## config.mk

```make
export PLATFORM = sky130hd
export DESIGN_NAME = alu_writeback_stage
export DESIGN_NICKNAME = d
export VERILOG_FILES = /design/src/rtl/alu_writeback_stage.sv
export SDC_FILE = /design/constraint.sdc
export NUM_CORES = 1
export LEC_CHECK = 0
export ABC_CLOCK_PERIOD_IN_PS = 3480
export CORE_MARGIN = 1.5
export CORE_UTILIZATION = 52
export CTS_CLUSTER_DIAMETER = 50
export DETAILED_ROUTE_END_ITERATION = 10
export PLACE_DENSITY = 0.95
export SLEW_MARGIN = 15
export SYNTH_ARGS = -nofsm -noshare
export SYNTH_HDL_FRONTEND = slang
export SYNTH_SLANG_ARGS = --single-unit
```

## constraint.sdc

```tcl
create_clock -name clk -period 3.48 [get_ports clk]
set_input_delay 0.348 -clock clk [delete_from_list [all_inputs] [get_ports clk]]
set_output_delay 0.348 -clock clk [all_outputs]
set_load 0.02 [all_outputs]
```

## src/rtl/alu_writeback_stage.sv

```systemverilog
// Execute/writeback stage: evaluates condition codes against the architectural NZCV
// register and buffers results in a 2-entry FIFO toward the register-file write port.
module alu_writeback_stage #(
  parameter int unsigned N = 32
) (
  input  logic         clk,
  input  logic         rst_n,
  input  logic         in_valid,
  output logic         in_ready,
  input  logic [N-1:0] alu_out,
  input  logic [3:0]   alu_flag,
  input  logic [3:0]   rd,
  input  logic [3:0]   cond,
  input  logic         set_flags,
  input  logic         wr_req,
  input  logic         flush,
  output logic         wb_valid,
  input  logic         wb_ready,
  output logic [N-1:0] wb_data,
  output logic [3:0]   wb_rd,
  output logic         wb_we,
  output logic [3:0]   nzcv,
  output logic         cond_pass
);

  typedef struct packed {
    logic [N-1:0] data;
    logic [3:0]   rd;
    logic         we;
  } entry_t;

  entry_t     mem_q [2];
  logic       rd_ptr_q, wr_ptr_q;
  logic [1:0] count_q;
  logic [3:0] nzcv_q;
  logic       push, pop;
  logic       flag_n, flag_z, flag_c, flag_v;

  assign flag_n = nzcv_q[3];
  assign flag_z = nzcv_q[2];
  assign flag_c = nzcv_q[1];
  assign flag_v = nzcv_q[0];

  // Evaluated on the registered flags so a dependent op right behind a flag-setter sees its result.
  always_comb begin
    cond_pass = 1'b1;
    case (cond)
      4'h0:    cond_pass = flag_z;
      4'h1:    cond_pass = !flag_z;
      4'h2:    cond_pass = flag_c;
      4'h3:    cond_pass = !flag_c;
      4'h4:    cond_pass = flag_n;
      4'h5:    cond_pass = !flag_n;
      4'h6:    cond_pass = flag_v;
      4'h7:    cond_pass = !flag_v;
      4'h8:    cond_pass = flag_c && !flag_z;
      4'h9:    cond_pass = !flag_c || flag_z;
      4'hA:    cond_pass = (flag_n == flag_v);
      4'hB:    cond_pass = (flag_n != flag_v);
      4'hC:    cond_pass = !flag_z && (flag_n == flag_v);
      4'hD:    cond_pass = flag_z || (flag_n != flag_v);
      default: cond_pass = 1'b1;
    endcase
  end

  // in_ready is purely registered; no path from wb_ready.
  assign in_ready = (count_q != 2'd2);
  assign wb_valid = (count_q != 2'd0);
  assign push     = in_valid && in_ready && !flush;
  assign pop      = wb_valid && wb_ready;

  assign wb_data = mem_q[rd_ptr_q].data;
  assign wb_rd   = mem_q[rd_ptr_q].rd;
  assign wb_we   = mem_q[rd_ptr_q].we;
  assign nzcv    = nzcv_q;

  always_ff @(posedge clk or negedge rst_n) begin
    if (!rst_n) begin
      for (int i = 0; i < 2; i++) mem_q[i] <= '0;
      rd_ptr_q <= 1'b0;
      wr_ptr_q <= 1'b0;
      count_q  <= 2'd0;
      nzcv_q   <= 4'b0000;
    end else if (flush) begin
      // Entries are zeroed so the write port shows zeros, not stale data, after a flush.
      for (int i = 0; i < 2; i++) mem_q[i] <= '0;
      rd_ptr_q <= 1'b0;
      wr_ptr_q <= 1'b0;
      count_q  <= 2'd0;
    end else begin
      if (push) begin
        mem_q[wr_ptr_q] <= '{data: alu_out, rd: rd, we: wr_req && cond_pass};
        wr_ptr_q        <= ~wr_ptr_q;
        if (set_flags && cond_pass) nzcv_q <= alu_flag;
      end
      if (pop) rd_ptr_q <= ~rd_ptr_q;
      case ({push, pop})
        2'b10:   count_q <= count_q + 2'd1;
        2'b01:   count_q <= count_q - 2'd1;
        default: count_q <= count_q;
      endcase
    end
  end

endmodule

```

==> results of run 1 <==
logic make-up (layout without fill, tap and decap cells):
| family | after synthesis | after routing | share of synthesized area |
|---|---|---|---|
| AOI/OAI and AO/OA | 89 | 89 | 0.215 |
| DFF | 82 | 82 | 0.567 |
| muxes | 43 | 43 | 0.137 |
| and+or+nand+nor | 25 | 25 | 0.0428 |
| buffers and inverters | 22 | 119 | 0.0266 |
| xor gates and xnor gates | 5 | 5 | 0.0121 |
worst max-delay path by stage:
stage	end	slack (ns)	cells after the start
after CTS	cond_pass	0.70	6
final	cond_pass	0.69	6
after global routing	cond_pass	0.62	6
after detailed placement	cond_pass	0.72	6
after floorplan	mem_q[0]	1.58	5
after global placement	cond_pass	0.77	6
final cells by class:
class / count / area (um2) / share of cell area
repair buffers: 101 / 991 / 0.203
clock inverters: 6 / 90.1 / 0.0185
multi-input cells: 162 / 1500 / 0.307
inverters: 2 / 7.51 / 0.00154
clock buffers: 10 / 138 / 0.0282
well taps: 80 / 100 / 0.0205
flip-flops and latches: 82 / 2050 / 0.421
power by group:
group | internal (mW) | switching [mW] | total [mW] | leakage (nW)
Sequential | 1.03 | 0.0916 | 1.12 | 1.11
Clock | 0.425 | 0.347 | 0.772 | 0.112
Combinational | 0.324 | 0.271 | 0.595 | 0.991
Total | 1.78 | 0.710 | 2.49 | 2.21
metal layers:
metal  vias to the layer above  routed length [um]
met4                         0                 181
met3                        18                 458
met2                        95                4040
met5                         -                   0
met1                      1357                3680
li1                       1210                   -
sequential cells by signal (all words and copies together), names as in the netlist:
name	count
mem_q	74
count_q	2
nzcv	4
wr_ptr_q	1
rd_ptr_q	1
worst register-to-register path: stages, from the launching register on:
cell	delay (ns)
dfrtp_1	0.42
nand2b_2	0.26
a31oi_4	0.60
buf_4	0.37
a22o_1	0.19
through the flow:
stage	instances	setup WS [ns]	hold slack [ns]	area, um2	power (mW)
after global routing	443	0.622	0.255	4880	2.59
final	443	0.688	0.157	4880	2.49
after detailed placement	427	0.717	0.477	4650	1.73
after floorplan	266	1.58	0.0524	3620	1.45
after CTS	443	0.696	0.189	4880	2.51
after global placement	427	0.774	0.471	4650	1.71
layout by cell type, fill, tap and decap left out, types with 3 or more instances in the layout:
master            n
clkbuf_8         10
mux2_4            4
nor3b_1           3
dfrtp_1          81
a21oi_1           3
nand2_1           4
buf_4             8
nor2_1            6
a22o_1           72
a32o_1            3
mux2_2           37
clkdlybuf4s50_1  93
xor2_1            3
==> run metrics, run 1 <==
DPL Wire Length=5.45 mm; Mapped Nets=317; top cell type's share of synthesized area=0.567; clock latency on the worst-skew pair=0.35 ns; TritonCTS Buffers=9; Worst Hold Class=input port to async pin; Most Used Layer, Global Route=met2; Startpoint Class=input port; Nets=409; height of the die=86.4 um; # resized after CTS=0; Crit. End Element=output port; 1st-iter DRT viols=100; cell count of the worst reg-to-reg path=4; Max Clk Rate=358 MHz; Initial Util=0.536; top-count cell post-synth=dfrtp_1; H-tree depth=3; Core ar.=0.00676 mm2; Final ANT Viol Nets=0; ys async rst share=1.00; CTS root buf=clkbuf_8; status=complete, no violations; average routed wire per standard cell=18.9 um; synth top area cells=dfrtp_1 57%, a22o_1 17%, mux2_2 12%, mux2_4 1.7%, buf_2 1.5%; final core occ=0.722; IR drop worst, VDD=0.397 mV; Syn Inst Count=266; unrepaired setup endpoints after global routing=no; # IOs=95; YS warnings=0; antenna violations before repair=0; worst-margin pin slew=1.01 ns; clk_skew=0.00959 ns; largest net degree at the start of global routing=83; Mapped Area=0.00362 mm2; total negative slack=0 ns; CP startpoint=cond[3]; Crit Path Class=input port to output port; reg2reg end=mem_q[2]; TritonCTS clock tree=done; clk sink count=82; fill count=468; post-synthesis cell type count=34; routed vias=2680; Worst path top cell family by delay=buffers and inverters; crit path max fanout=10; hold_buf cts=0; critical path cell sequence=clkdlybuf4s50_1 -> and2_1 -> a32o_1 -> o211ai_1 -> nand3_1 -> clkdlybuf4s50_1; All-Layer GR Usage=0.231; fin. max-slew vios=0; crit path DAT=2.44 ns; met2 GRT Util=0.371; dominant cell type by area after synthesis=dfrtp_1; reg2reg start=count_q[0]; vias in the first global route=2786; Post-synth EDFFs=0; Vias per Instance=6.05; GR Util met3=0.0524; met1 usage=0.305; post-CTS setup buffers=0; flop-to-flop setup slack=1.59 ns; drt drc=0; Post-synth top flop=dfrtp_1; FF+latch count, synth=82; synthesized area per cell=13.6 um2; RePlAce Congestion=0.780; final setup vio count=0; Clock Pin Slew Worst Setup and Hold Paths=0.09 ns; CP max-delay cell=clkdlybuf4s50_1; PwrDens=510 mW/mm2; CTS Buffer Depth=2; routed wire length=8.35 mm; Most Frequent Cell on Critical Path=clkdlybuf4s50_1; post-layout minimum cycle time=2.79 ns; synth cell count leaders=82 x dfrtp_1, 72 x a22o_1, 37 x mux2_2; worst rel slew slack=0.324; Area Overhead vs Synth=34.7%; Final Hold Fails=0; Core Rows=30; first-pass GRT wire length=13.3 mm; CP peak stage delay=0.59 ns; DIE AREA=0.00747 mm2; Die W=86.4 um; antenna cell count=0; CP required=3.13 ns; Buf/Inv on CP=2; port bufs=94; leakage=2.21 nW; Max Cap Viol=0; sequential share of the synthesized area=0.567; total grt overflow=0; layout cell share with drive strength beyond 1=0.201; share of the clock period used by the worst path=0.802; DRT Pass-1 Iters=4
Note: power is estimated with default switching activity, not from simulation.
==> run 2, diff against run 1 <==
- ABC_CLOCK_PERIOD_IN_PS: 3480 -> 2700
- CORE_UTILIZATION: 52 -> 49
- PLACE_DENSITY: 0.95 -> 0.91
- clock period: 3.48 -> 2.7 ns (I/O delays scaled with it)
==> run 2 against run 1 <==
Clock skew is essentially flat. Cell area increased by 0.87%. Critical path depth shrank 3. Sequential power increased by 29%. Non-clock buffer count grew 2. Wire length increased by 0.67%. Sequential share of layout area down 0.36 points. Combinational power rose by 33%. Register-to-register slack worse by 1.1 ns. Clock-buffer cell count did not move. Die area increased by 5.9%.
==> run metrics, run 2 (synthesis results as in run 1) <==
status=complete, no violations; Top reg by flops=mem_q; 1st-iter DRT viols=105 (+5.0%); critical path cell sequence=buf_12 -> mux2_2 -> clkdlybuf4s50_1; Core Rows=31 (+3.3%); All-Layer GR Usage=0.220 (-0.0111); Core ar.=0.00721 mm2 (+6.8%); DIE AREA=0.00791 mm2 (+5.9%); TritonCTS clock tree=done; layout cell share with drive strength beyond 1=0.203 (+0.00219); clk sink count=82 (unchanged); share of the clock period used by the worst path=0.886; DRT Pass-1 Iters=4 (unchanged); Tot Pwr=3.18 mW (+28%); port bufs=94 (unchanged); leakage=2.23 nW (+0.99%); routed vias=2706 (+0.97%); average routed wire per standard cell=18.2 um (-3.7%); fin. max-slew vios=0 (unchanged); clk_skew=0.00938 ns (-0.000211 ns); CP required=2.43 ns (-0.70 ns); CP peak stage delay=0.63 ns (+0.04 ns); antenna cell count=0 (unchanged); Vias per Instance=5.84 (-3.4%); height of the die=89.0 um (+2.9%); total grt overflow=0 (unchanged); area taken by multi-input logic gates=0.00150 mm2 (unchanged); hold_buf cts=0 (unchanged); Initial Util=0.502 (-0.0340); Final ANT Viol Nets=0 (unchanged); # resized after CTS=0 (unchanged); unrepaired setup endpoints after global routing=no; crit path max fanout=24 (+14); Worst Hold Class=input port to async pin; clock latency on the worst-skew pair=0.34 ns (about the same); Startpoint Class=flip-flop; Nets=411 (+0.49%); Crit Path Class=flip-flop to output port; Area Overhead vs Synth=35.9%; total negative slack=0 ns (unchanged); CTS Buffer Depth=2 (unchanged); post-CTS setup buffers=0 (unchanged); IR drop worst, VDD=0.556 mV (+40%); crit path DAT=2.12 ns (-0.32 ns); H-tree depth=3 (unchanged); first-pass GRT wire length=13.2 mm (-0.72%); max FFs per register=74 (unchanged); antenna violations before repair=0 (unchanged); RePlAce Congestion=0.761 (-2.4%); PwrDens=647 mW/mm2 (+27%); post-layout minimum cycle time=2.39 ns; # IOs=95 (unchanged); CP max-delay cell=dfrtp_2; Die W=89.0 um (+2.9%); Crit. End Element=output port; most frequent cells in the layout=92 x clkdlybuf4s50_1, 81 x dfrtp_1, 72 x a22o_1, 37 x mux2_2, 10 x clkbuf_8; Max Clk Rate=418 MHz; Clock Pin Slew Worst Setup and Hold Paths=0.08 ns (about the same); CTS root buf=clkbuf_8; vias in the first global route=2713 (-2.6%); final setup vio count=0 (unchanged); fill count=542 (+16%); DPL Wire Length=5.52 mm (+1.4%); most common cell after layout, fill and taps aside=clkdlybuf4s50_1; routed wire length=8.41 mm (+0.67%); Final Hold Fails=0 (unchanged); FF+latch area=0.00205 mm2 (unchanged); Max Cap Viol=0 (unchanged); largest net degree at the start of global routing=83 (unchanged); drt drc=0 (unchanged); worst-margin pin slew=0.998 ns (-0.0163 ns); TritonCTS Buffers=9 (unchanged); worst rel slew slack=0.335 (+0.0108)
==> run 2: worst paths after layout <==
check / slack, ns / start / depth (start not counted) / to
min in group clk: 0.50 / mem_q[0] / 1 / mem_q[0]
max in group asynchronous: 1.90 / rst_n / 1 / rd_ptr_q
hold reg to reg: 0.50 / mem_q[0] / 1 / mem_q[0]
hold / removal: 0.08 / rst_n / 1 / mem_q[51]
setup reg to reg: 0.54 / count_q[0] / 5 / mem_q[50]
setup / recovery: 0.31 / rd_ptr_q / 3 / wb_data[5]
==> run 2: metal layers <==
layer	track usage	vias up	wire length, um
li1	-	1213	-
met5	0	-	0
met4	0.0727	0	85
met1	0.302	1396	3720
met2	0.355	83	4270
met3	0.0443	14	341
==> run 2: area by class of cell <==
type / instances / area share
Sequential cell: 82 / 0.417
Multi-Input combinational cell: 162 / 0.305
Timing Repair Buffer: 103 / 0.207
Clock buffer: 10 / 0.0280
Tap cell: 99 / 0.0252
Clock inverter: 5 / 0.0160
Inverter: 2 / 0.00153
==> run 2: power by group <==
group / switching (mW) / internal (mW) / total (mW)
Clock: 0.418 / 0.540 / 0.958
Sequential: 0.107 / 1.33 / 1.44
Combinational: 0.370 / 0.421 / 0.791
==> run 2: per-stage QoR <==
step,hold slack [ns],util,setup WS (ns),instance area [um2],instances
floorplan,-0.0256,-,0.802,3620,266
global placement,0.473,0.652,0.147,4700,448
detailed placement,0.481,0.652,0.0870,4700,448
CTS,0.125,0.682,0.0578,4920,463
global route,0.183,0.682,0.232,4920,463
finish,0.0761,0.682,0.309,4920,463
==> run 2: worst max-delay path: cells and delay by family (launching register included) <==
family                 cells  cell delay (ns)
flip-flops                 1             0.63
buffers and inverters      2             0.78
multiplexers               1             0.36
